$ cat src/rtl/oddr_pkg.sv
// Shared types and helpers for the ODDR serializer: FSM state and beat arithmetic.
package oddr_pkg;

  typedef enum logic {
    IDLE  = 1'b0,
    SHIFT = 1'b1
  } state_t;

  // One bit pair leaves per clock, so a word occupies WIDTH/2 cycles.
  function automatic int beats_f(input int width);
    return width / 2;
  endfunction

  function automatic int cnt_width_f(input int beats);
    return (beats > 1) ? $clog2(beats) : 1;
  endfunction

endpackage

$ cat src/rtl/oddr_serializer_if.sv
// Parallel-word valid/ready stream feeding the ODDR serializer.
interface oddr_serializer_if #(
  parameter int WIDTH = 8
);

  logic [WIDTH-1:0] s_data;
  logic             s_valid;
  logic             s_ready;

  modport master (
    output s_data,
    output s_valid,
    input  s_ready
  );

  modport slave (
    input  s_data,
    input  s_valid,
    output s_ready
  );

endinterface

$ cat src/rtl/oddr_serializer.sv
// Splits parallel words into (d1, d2) bit pairs for a same-clock DDR output register.
// Define ODDR_SER_TRAINING_EN to idle with d1=1/d2=0 (forwarded-clock training) instead of IDLE_VAL.
module oddr_serializer
  import oddr_pkg::*;
#(
  parameter int   WIDTH     = 8,
  parameter logic IDLE_VAL  = 1'b0,
  parameter bit   MSB_FIRST = 1'b0
) (
  input  logic                clk,
  input  logic                rst,
  oddr_serializer_if.slave    s,
  output logic                d1,
  output logic                d2,
  output logic                busy,
  output logic                underrun
);

  localparam int              BEATS     = beats_f(WIDTH);
  localparam int              CNT_W     = cnt_width_f(BEATS);
  localparam logic [CNT_W-1:0] LAST_BEAT = CNT_W'(BEATS - 1);

`ifdef ODDR_SER_TRAINING_EN
  localparam logic IDLE_D1 = 1'b1;
  localparam logic IDLE_D2 = 1'b0;
`else
  localparam logic IDLE_D1 = IDLE_VAL;
  localparam logic IDLE_D2 = IDLE_VAL;
`endif

  generate
    if ((WIDTH < 2) || ((WIDTH % 2) != 0)) begin : g_bad_width
      $error("oddr_serializer: WIDTH must be even and >= 2");
    end
  endgenerate

  state_t           state_reg;
  logic [CNT_W-1:0] cnt_reg;
  logic [WIDTH-1:0] sreg_reg;
  logic             d1_reg;
  logic             d2_reg;
  logic             busy_reg;
  logic             underrun_reg;

  logic last_beat;
  logic xfer;

  // Next pair to leave the word, in the configured bit order.
  function automatic logic [1:0] head_pair(input logic [WIDTH-1:0] w);
    if (MSB_FIRST)
      return {w[WIDTH-1], w[WIDTH-2]};
    else
      return {w[0], w[1]};
  endfunction

  function automatic logic [WIDTH-1:0] drop_pair(input logic [WIDTH-1:0] w);
    if (MSB_FIRST)
      return w << 2;
    else
      return w >> 2;
  endfunction

  assign last_beat = (state_reg == SHIFT) && (cnt_reg == LAST_BEAT);
  assign s.s_ready = rst && ((state_reg == IDLE) || last_beat);
  assign xfer      = s.s_valid && s.s_ready;

  always_ff @(posedge clk or negedge rst) begin
    if (!rst) begin
      state_reg    <= IDLE;
      cnt_reg      <= '0;
      sreg_reg     <= '0;
      d1_reg       <= IDLE_D1;
      d2_reg       <= IDLE_D2;
      busy_reg     <= 1'b0;
      underrun_reg <= 1'b0;
    end else begin
      underrun_reg <= 1'b0;
      if (xfer) begin
        // Taking a word on the last beat chains it directly after the previous one.
        state_reg        <= SHIFT;
        busy_reg         <= 1'b1;
        cnt_reg          <= '0;
        {d1_reg, d2_reg} <= head_pair(s.s_data);
        sreg_reg         <= drop_pair(s.s_data);
      end else if (state_reg == SHIFT) begin
        if (last_beat) begin
          state_reg    <= IDLE;
          busy_reg     <= 1'b0;
          cnt_reg      <= '0;
          sreg_reg     <= '0;
          d1_reg       <= IDLE_D1;
          d2_reg       <= IDLE_D2;
          underrun_reg <= 1'b1;
        end else begin
          cnt_reg          <= cnt_reg + CNT_W'(1);
          {d1_reg, d2_reg} <= head_pair(sreg_reg);
          sreg_reg         <= drop_pair(sreg_reg);
        end
      end
    end
  end

  assign d1       = d1_reg;
  assign d2       = d2_reg;
  assign busy     = busy_reg;
  assign underrun = underrun_reg;

endmodule

$ cat src/flat_wrapper.sv
// flat-port wrapper written by rule: the top's interface ports become plain ports
module oddr_serializer_flat import oddr_pkg::*;
#(
  parameter int   WIDTH     = 8,
  parameter logic IDLE_VAL  = 1'b0,
  parameter bit   MSB_FIRST = 1'b0
)
  (clk, rst, d1, d2, busy, underrun, s_s_data, s_s_valid, s_s_ready);
  oddr_serializer_if #(.WIDTH(WIDTH)) s_i ();
  input  logic clk;
  input  logic rst;
  output logic d1;
  output logic d2;
  output logic busy;
  output logic underrun;
  input wire logic [$bits(s_i.s_data)-1:0] s_s_data;
  input wire logic [$bits(s_i.s_valid)-1:0] s_s_valid;
  output wire logic [$bits(s_i.s_ready)-1:0] s_s_ready;
  assign s_i.s_data = s_s_data;
  assign s_i.s_valid = s_s_valid;
  assign s_s_ready = s_i.s_ready;
  oddr_serializer #(.WIDTH(WIDTH), .IDLE_VAL(IDLE_VAL), .MSB_FIRST(MSB_FIRST)) u_core (.clk(clk), .rst(rst), .s(s_i), .d1(d1), .d2(d2), .busy(busy), .underrun(underrun));
endmodule
$ cat config.mk
export PLATFORM = sky130hd
export DESIGN_NAME = oddr_serializer_flat
export DESIGN_NICKNAME = d
export VERILOG_FILES = /design/src/rtl/oddr_pkg.sv /design/src/rtl/oddr_serializer_if.sv /design/src/rtl/oddr_serializer.sv /design/src/flat_wrapper.sv
export SDC_FILE = /design/constraint.sdc
export NUM_CORES = 1
export LEC_CHECK = 0
export BUFFER_PORTS_ARGS = -buffer_cell sky130_fd_sc_hd__buf_2
export CAP_MARGIN = 15
export CORE_MARGIN = 2
export CORE_UTILIZATION = 35
export CTS_CLUSTER_DIAMETER = 150
export CTS_CLUSTER_SIZE = 40
export DETAILED_ROUTE_END_ITERATION = 8
export GPL_ROUTABILITY_DRIVEN = 0
export PLACE_DENSITY_LB_ADDON = 0.3
export SLEW_MARGIN = 20
export SYNTH_ARGS = -nofsm -noshare
export SYNTH_HDL_FRONTEND = slang
export SYNTH_SLANG_ARGS = --single-unit
$ cat constraint.sdc
create_clock -name clk -period 3.7 [get_ports clk]
set_clock_uncertainty 0.1 [all_clocks]
set_input_delay 1.11 -clock clk [delete_from_list [all_inputs] [get_ports clk]]
set_output_delay 1.11 -clock clk [all_outputs]
set_load 0.005 [all_outputs]
# Yosys cells after proc, flatten, opt, wreduce, memory -nomap -nowiden
# Cells that the tools add are included.
[totals]
ff_bits = 15
wordCells = 38
mem_count = 0
latch_bits = 0
romBits = 0
ram_bits = 0
output_inout_bits = 5
[classes]
n_lt_le_gt_ge = 0
eq_ne = 1
n_div = 0
mul = 0
n_reduce_logical = 7
mux = 21
bitwise = 1
shifts = 0
n_addsub = 1
[op_table]
columns = ["operator", "n"]
rows = [
  ["two-way mux 8 bit", 2],
  ["two-way mux 1 bit", 15],
  ["two-way mux 2 bit", 3],
  ["two-way mux 6 bit", 1],
  ["nonzero test 2 bit", 2],
  ["logical AND 1 bit", 3],
  ["adder 2 x 1 -> 2 bit, second input constant", 1],
  ["equality test 2 bit, second input constant", 1],
  ["AND reduction 2 bit", 1],
  ["logical OR 1 bit", 1],
  ["inverter 1 bit", 1],
]

# Longest topological paths before layout
[depth]
depth_word = 7
depth_mapped = 5
mapped_depth_nobuf = 4

# Worst setup path before layout
# No wires, ideal clock.
[synth_timing]
path_type = "in2out"
from = "input rst"
to = "output s_s_ready"
arrival_ns = 1.235
setup_slack_ns = 1.255
stages = 1
required_ns = 2.490
path_buffers = 0
path_cell_list = "and2_1"
[synth_via]
elab_chain_cells = 1
[synth_rtl]
columns = ["item", "line", "source"]
rows = [
  ["from (decl)", "flat_wrapper.sv:11", "input logic rst;"],
  ["logical AND 1 bit", "oddr_serializer.sv:64", "assign s.s_ready = rst && ((state_reg == IDLE) || last_beat);"],
  ["to (decl)", "flat_wrapper.sv:18", "output wire logic [$bits(s_i.s_ready)-1:0] s_s_ready;"],
]
# Every way passes these cells.

# Worst setup path in the final report
# Same ends and word-level chain as after synthesis.

==> results <==
- In this run the remaining antenna-violating nets after routing total 0.
- The initial antenna violation count is 0.
- Setup repair after global routing left no endpoint under its margin.
- The worst setup path is launched from an input pin.
- The layout overhead on the synthesized area is 16.81%.
- The largest single stage delay on the critical path is 0.29 ns.
- The share of total power dissipated in the clock network is 0.173.
- The kind of path behind the tightest hold check is flop to flop.
- Dividing total power by cell area gives a power density of 724.4 nW/um^2.
- The leakage power total is 0.3686 nW.
- The portion of the clock cycle consumed by the worst path in the final layout is 0.7799.
- The internal cell power is 0.3324 mW.
- The initial cell density of the core is 0.3815.
- The per-instance average area after synthesis is 12.25 um^2.
- The number of hold buffers added after CTS was 0.
- The combinational cell fraction of total power is 0.350.
- The area enclosed by the die boundary is 2024 um^2.
- In the post-synthesis netlist, the biggest area contributors are dfrtp_1, a221o_1, and2_1.
- The worst ir drop on vdd is 0.2937 mV.
- The number of instances resized during post-cts repair is 0.
- The total wire length is 1095 um.
- The number of setup violations in the final report is 0.
- Walking the worst path, the cells encountered are buf_2 > and2_1 > buf_2.
- The remaining routing DRC violations is 0.
- For this block, the initial DRC count from the detailed router was 8.
- The peak clock frequency supported by timing is 346.6 MHz.
- The pre-antenna-repair detailed-routing pass consisted of 4 iterations.
- The clock net in this run drives a total of 13 sinks.
- The insertion delay to the later sink of the worst-skew pair is 0.27 ns.
- Of the post-synthesis cell area, the dominant cell type holds 0.5532.
- The number of fillers in the final layout is 162.
- On the critical path, the stage with the largest delay is an instance of buf_2.
- The share of final-layout standard cells stronger than drive strength 1 is 0.3385.
- Of the total synthesized cell area, the portion taken by AND, OR, NAND and NOR gates is 0.2128.
- At the worst endpoint, the required time is 2.49 ns.
- The area of the core is 1541 um^2.
- In the routed layout, each cell is associated on average with a via count of 5.074.
- The floorplan die width is 44.99 um.
- The worst slew margin relative to its limit is 0.7275.
- The share of the synthesized netlist area taken by xor and xnor gates is 0.
- The flow ran to the end, and the final reports show no timing, DRC or antenna violations.
- In this run the clock root is driven by a clkbuf_4.
- The combined flip-flop and latch cell area is 325.3 um^2.
- For the pin with the worst max-slew slack, the measured transition is 0.4087 ns.
- The routed length per placed instance is 13.52 um.
- In the global route stage, overall resource usage came out at 0.1414.
- The sequential share of the synthesized area is 0.5532.
- The dominant combinational cell family by area after synthesis is simple AND/OR/NAND/NOR gates.
- Along the worst path, the maximum fanout reaches 16.
- The beginning of the worst hold path is u_core.busy.
- The repair_antennas step left the layout with diodes totalling 0.
- The number of vias after detailed routing is 411.
- The launching point of the worst reg2reg path is u_core.cnt_reg[0].
- The cell count after synthesis came out at 48.
- Of the total power, registers draw 0.477.
- The total instance count after detailed placement is 77.
- The most critical setup path has its startpoint at rst.
- The clock-pin slew on the worst setup and hold paths is 0.08 ns.
- Of the total power, the share spent switching nets is 0.3319.
- The analysis attributes to net switching a power of 0.1651 mW.
- The die span in y is 44.99 um.
- Row generation in the floorplan step produced 14 rows.
- Counting distinct cell types in the post-synthesis netlist gives 17.
- Of the total synthesized cell area, the portion taken by full adders, half adders and majority gates is 0.02128.
- Adding up every negative setup slack in the final design gives 0 ns.
- TritonCTS built the clock tree.
- The max-slew violation total from the final report is 0.
- Port buffering added 15 buffers.
- The via count of the first global-routing pass came to 414.
- The total of warnings raised by yosys is 0.
- During I/O placement, the number of pins put on the boundary was 16.
- The most frequent cell on the critical path is buf_2.
- The final critical-path required period is 2.885 ns.
- The flip-flop and latch count after synthesis is 13.
- The wire length of the first global-routing pass is 1938 um.
- The count of buffers added by post-CTS timing repair for setup is 0.
- The HPWL reported at the end of detailed placement is 763.7 um.
- The post-synthesis compound-gate area fraction is 0.1574.
- The cell type with the largest total area after synthesis is dfrtp_1.
- In this run the number of H-tree levels came out at 1.
- The worst setup path is captured at an output port.
- The clock buffer count from CTS is 3.
- Summing all multi-input logic gate instances after layout gives 240.2 um^2.
- The cell area that synthesis handed to floorplanning was 588.1 um^2.
- By startpoint and endpoint, the worst setup path is classified as input pin to output port.
- The register with the most flip-flops in the layout has 6 of them.
- The total of max-cap violations is 0.
- For this run the aggregate overflow at the end of global routing stands at 0.
- At the end of the flow, the number of nets in the layout was 78.
- The number of nets produced by synthesis is 60.
- Entering global routing, the biggest net connects 17 pins.
- The final hold violation count came to 0.
- Data arrives at the worst endpoint at 1.68 ns.
- The maximum clock insertion buffer count is 2.
- The post-synthesis mux area share is 0.01702.
- The final standard cell count with taps included and fillers excluded is 81.
metrics by stage:
stage / utilization / power [mW] / hold WS [ns] / setup slack [ns] / instance area [um^2]
2_1_floorplan: - / 0.3728 / 0.3632 / 1.255 / 588.1
3_3_place_gp: 0.4286 / 0.4091 / 0.3561 / 0.7911 / 660.6
3_5_place_dp: 0.4286 / 0.4168 / 0.3683 / 0.7928 / 660.6
4_1_cts: 0.4456 / 0.5045 / 0.3860 / 0.7919 / 686.9
5_1_grt: 0.4456 / 0.5419 / 0.4141 / 0.6942 / 686.9
6_report: 0.4456 / 0.4976 / 0.3841 / 0.8145 / 686.9
cell usage after synthesis (all sizes together):
cell and number:
dfrtp 13, nand2b 1, nor2 2, a21o 3
and2b 2, a221o 5, and2 8, a21oi 2
ha 1, or2 1, mux2i 1, buf 2
nor3b 2, o21ai 2, nand2 2, nand3 1
worst paths after layout:
kind / end / slack, ns / cells after the start
setup / recovery: s_s_ready / 0.81 / 3
max in group asynchronous: u_core.sreg_reg[2] / 2.63 / 1
hold reg to reg: u_core.busy / 0.38 / 1
min in group asynchronous: u_core.cnt_reg[0] / 0.63 / 1
setup reg to reg: u_core.sreg_reg[3] / 2.18 / 4
hold / removal: u_core.busy / 0.38 / 1
placed cells by master (no fill, tap or decap):
master and n:
a21o_1 3, a21oi_1 2, a221o_1 5, and2_1 6, and2_4 2, and2b_1 2
buf_2 15, clkbuf_1 1, clkbuf_4 3, dfrtp_1 13, ha_1 1, mux2i_1 1
nand2_1 2, nand2b_4 1, nand3_1 1, nor2_1 2, nor3b_1 2, o21ai_0 2
or2_2 1
routing by layer:
metal / vias to the layer above / GRT usage / share of wire
met5: - / 0 / 0
met4: 0 / 0.1059 / 0.016
met3: 2 / 0.03600 / 0.034
met2: 7 / 0.2086 / 0.50
met1: 197 / 0.1769 / 0.45
li1: 205 / - / -
critical path: cells and delay by family:
family,cells,cell delay (ns)
buffers and inverters,2,0.39
AND/OR/NAND/NOR,1,0.17
cells by family after synthesis:
family,count (synthesis)
compound gates,12
mux,1
fa+ha+maj,1
flops,13
simple gates,19
buf+inv,2
final cells by class:
| class | instances | share of cell area |
|---|---|---|
| multi-input combinational | 33 | 0.3497 |
| clock buffer | 4 | 0.03825 |
| tap | 16 | 0.02914 |
| timing repair buffer | 15 | 0.1093 |
| sequential | 13 | 0.4736 |
power groups by stage:
stage | registers (mW) | clock network [mW] | logic, mW
3_5_place_dp | 0.240 | 0 | 0.177
2_1_floorplan | 0.222 | 0 | 0.151
5_1_grt | 0.245 | 0.0974 | 0.199
3_3_place_gp | 0.236 | 0 | 0.173
6_report | 0.237 | 0.0859 | 0.174
4_1_cts | 0.238 | 0.0888 | 0.178
(Power assumes the default switching activity.)
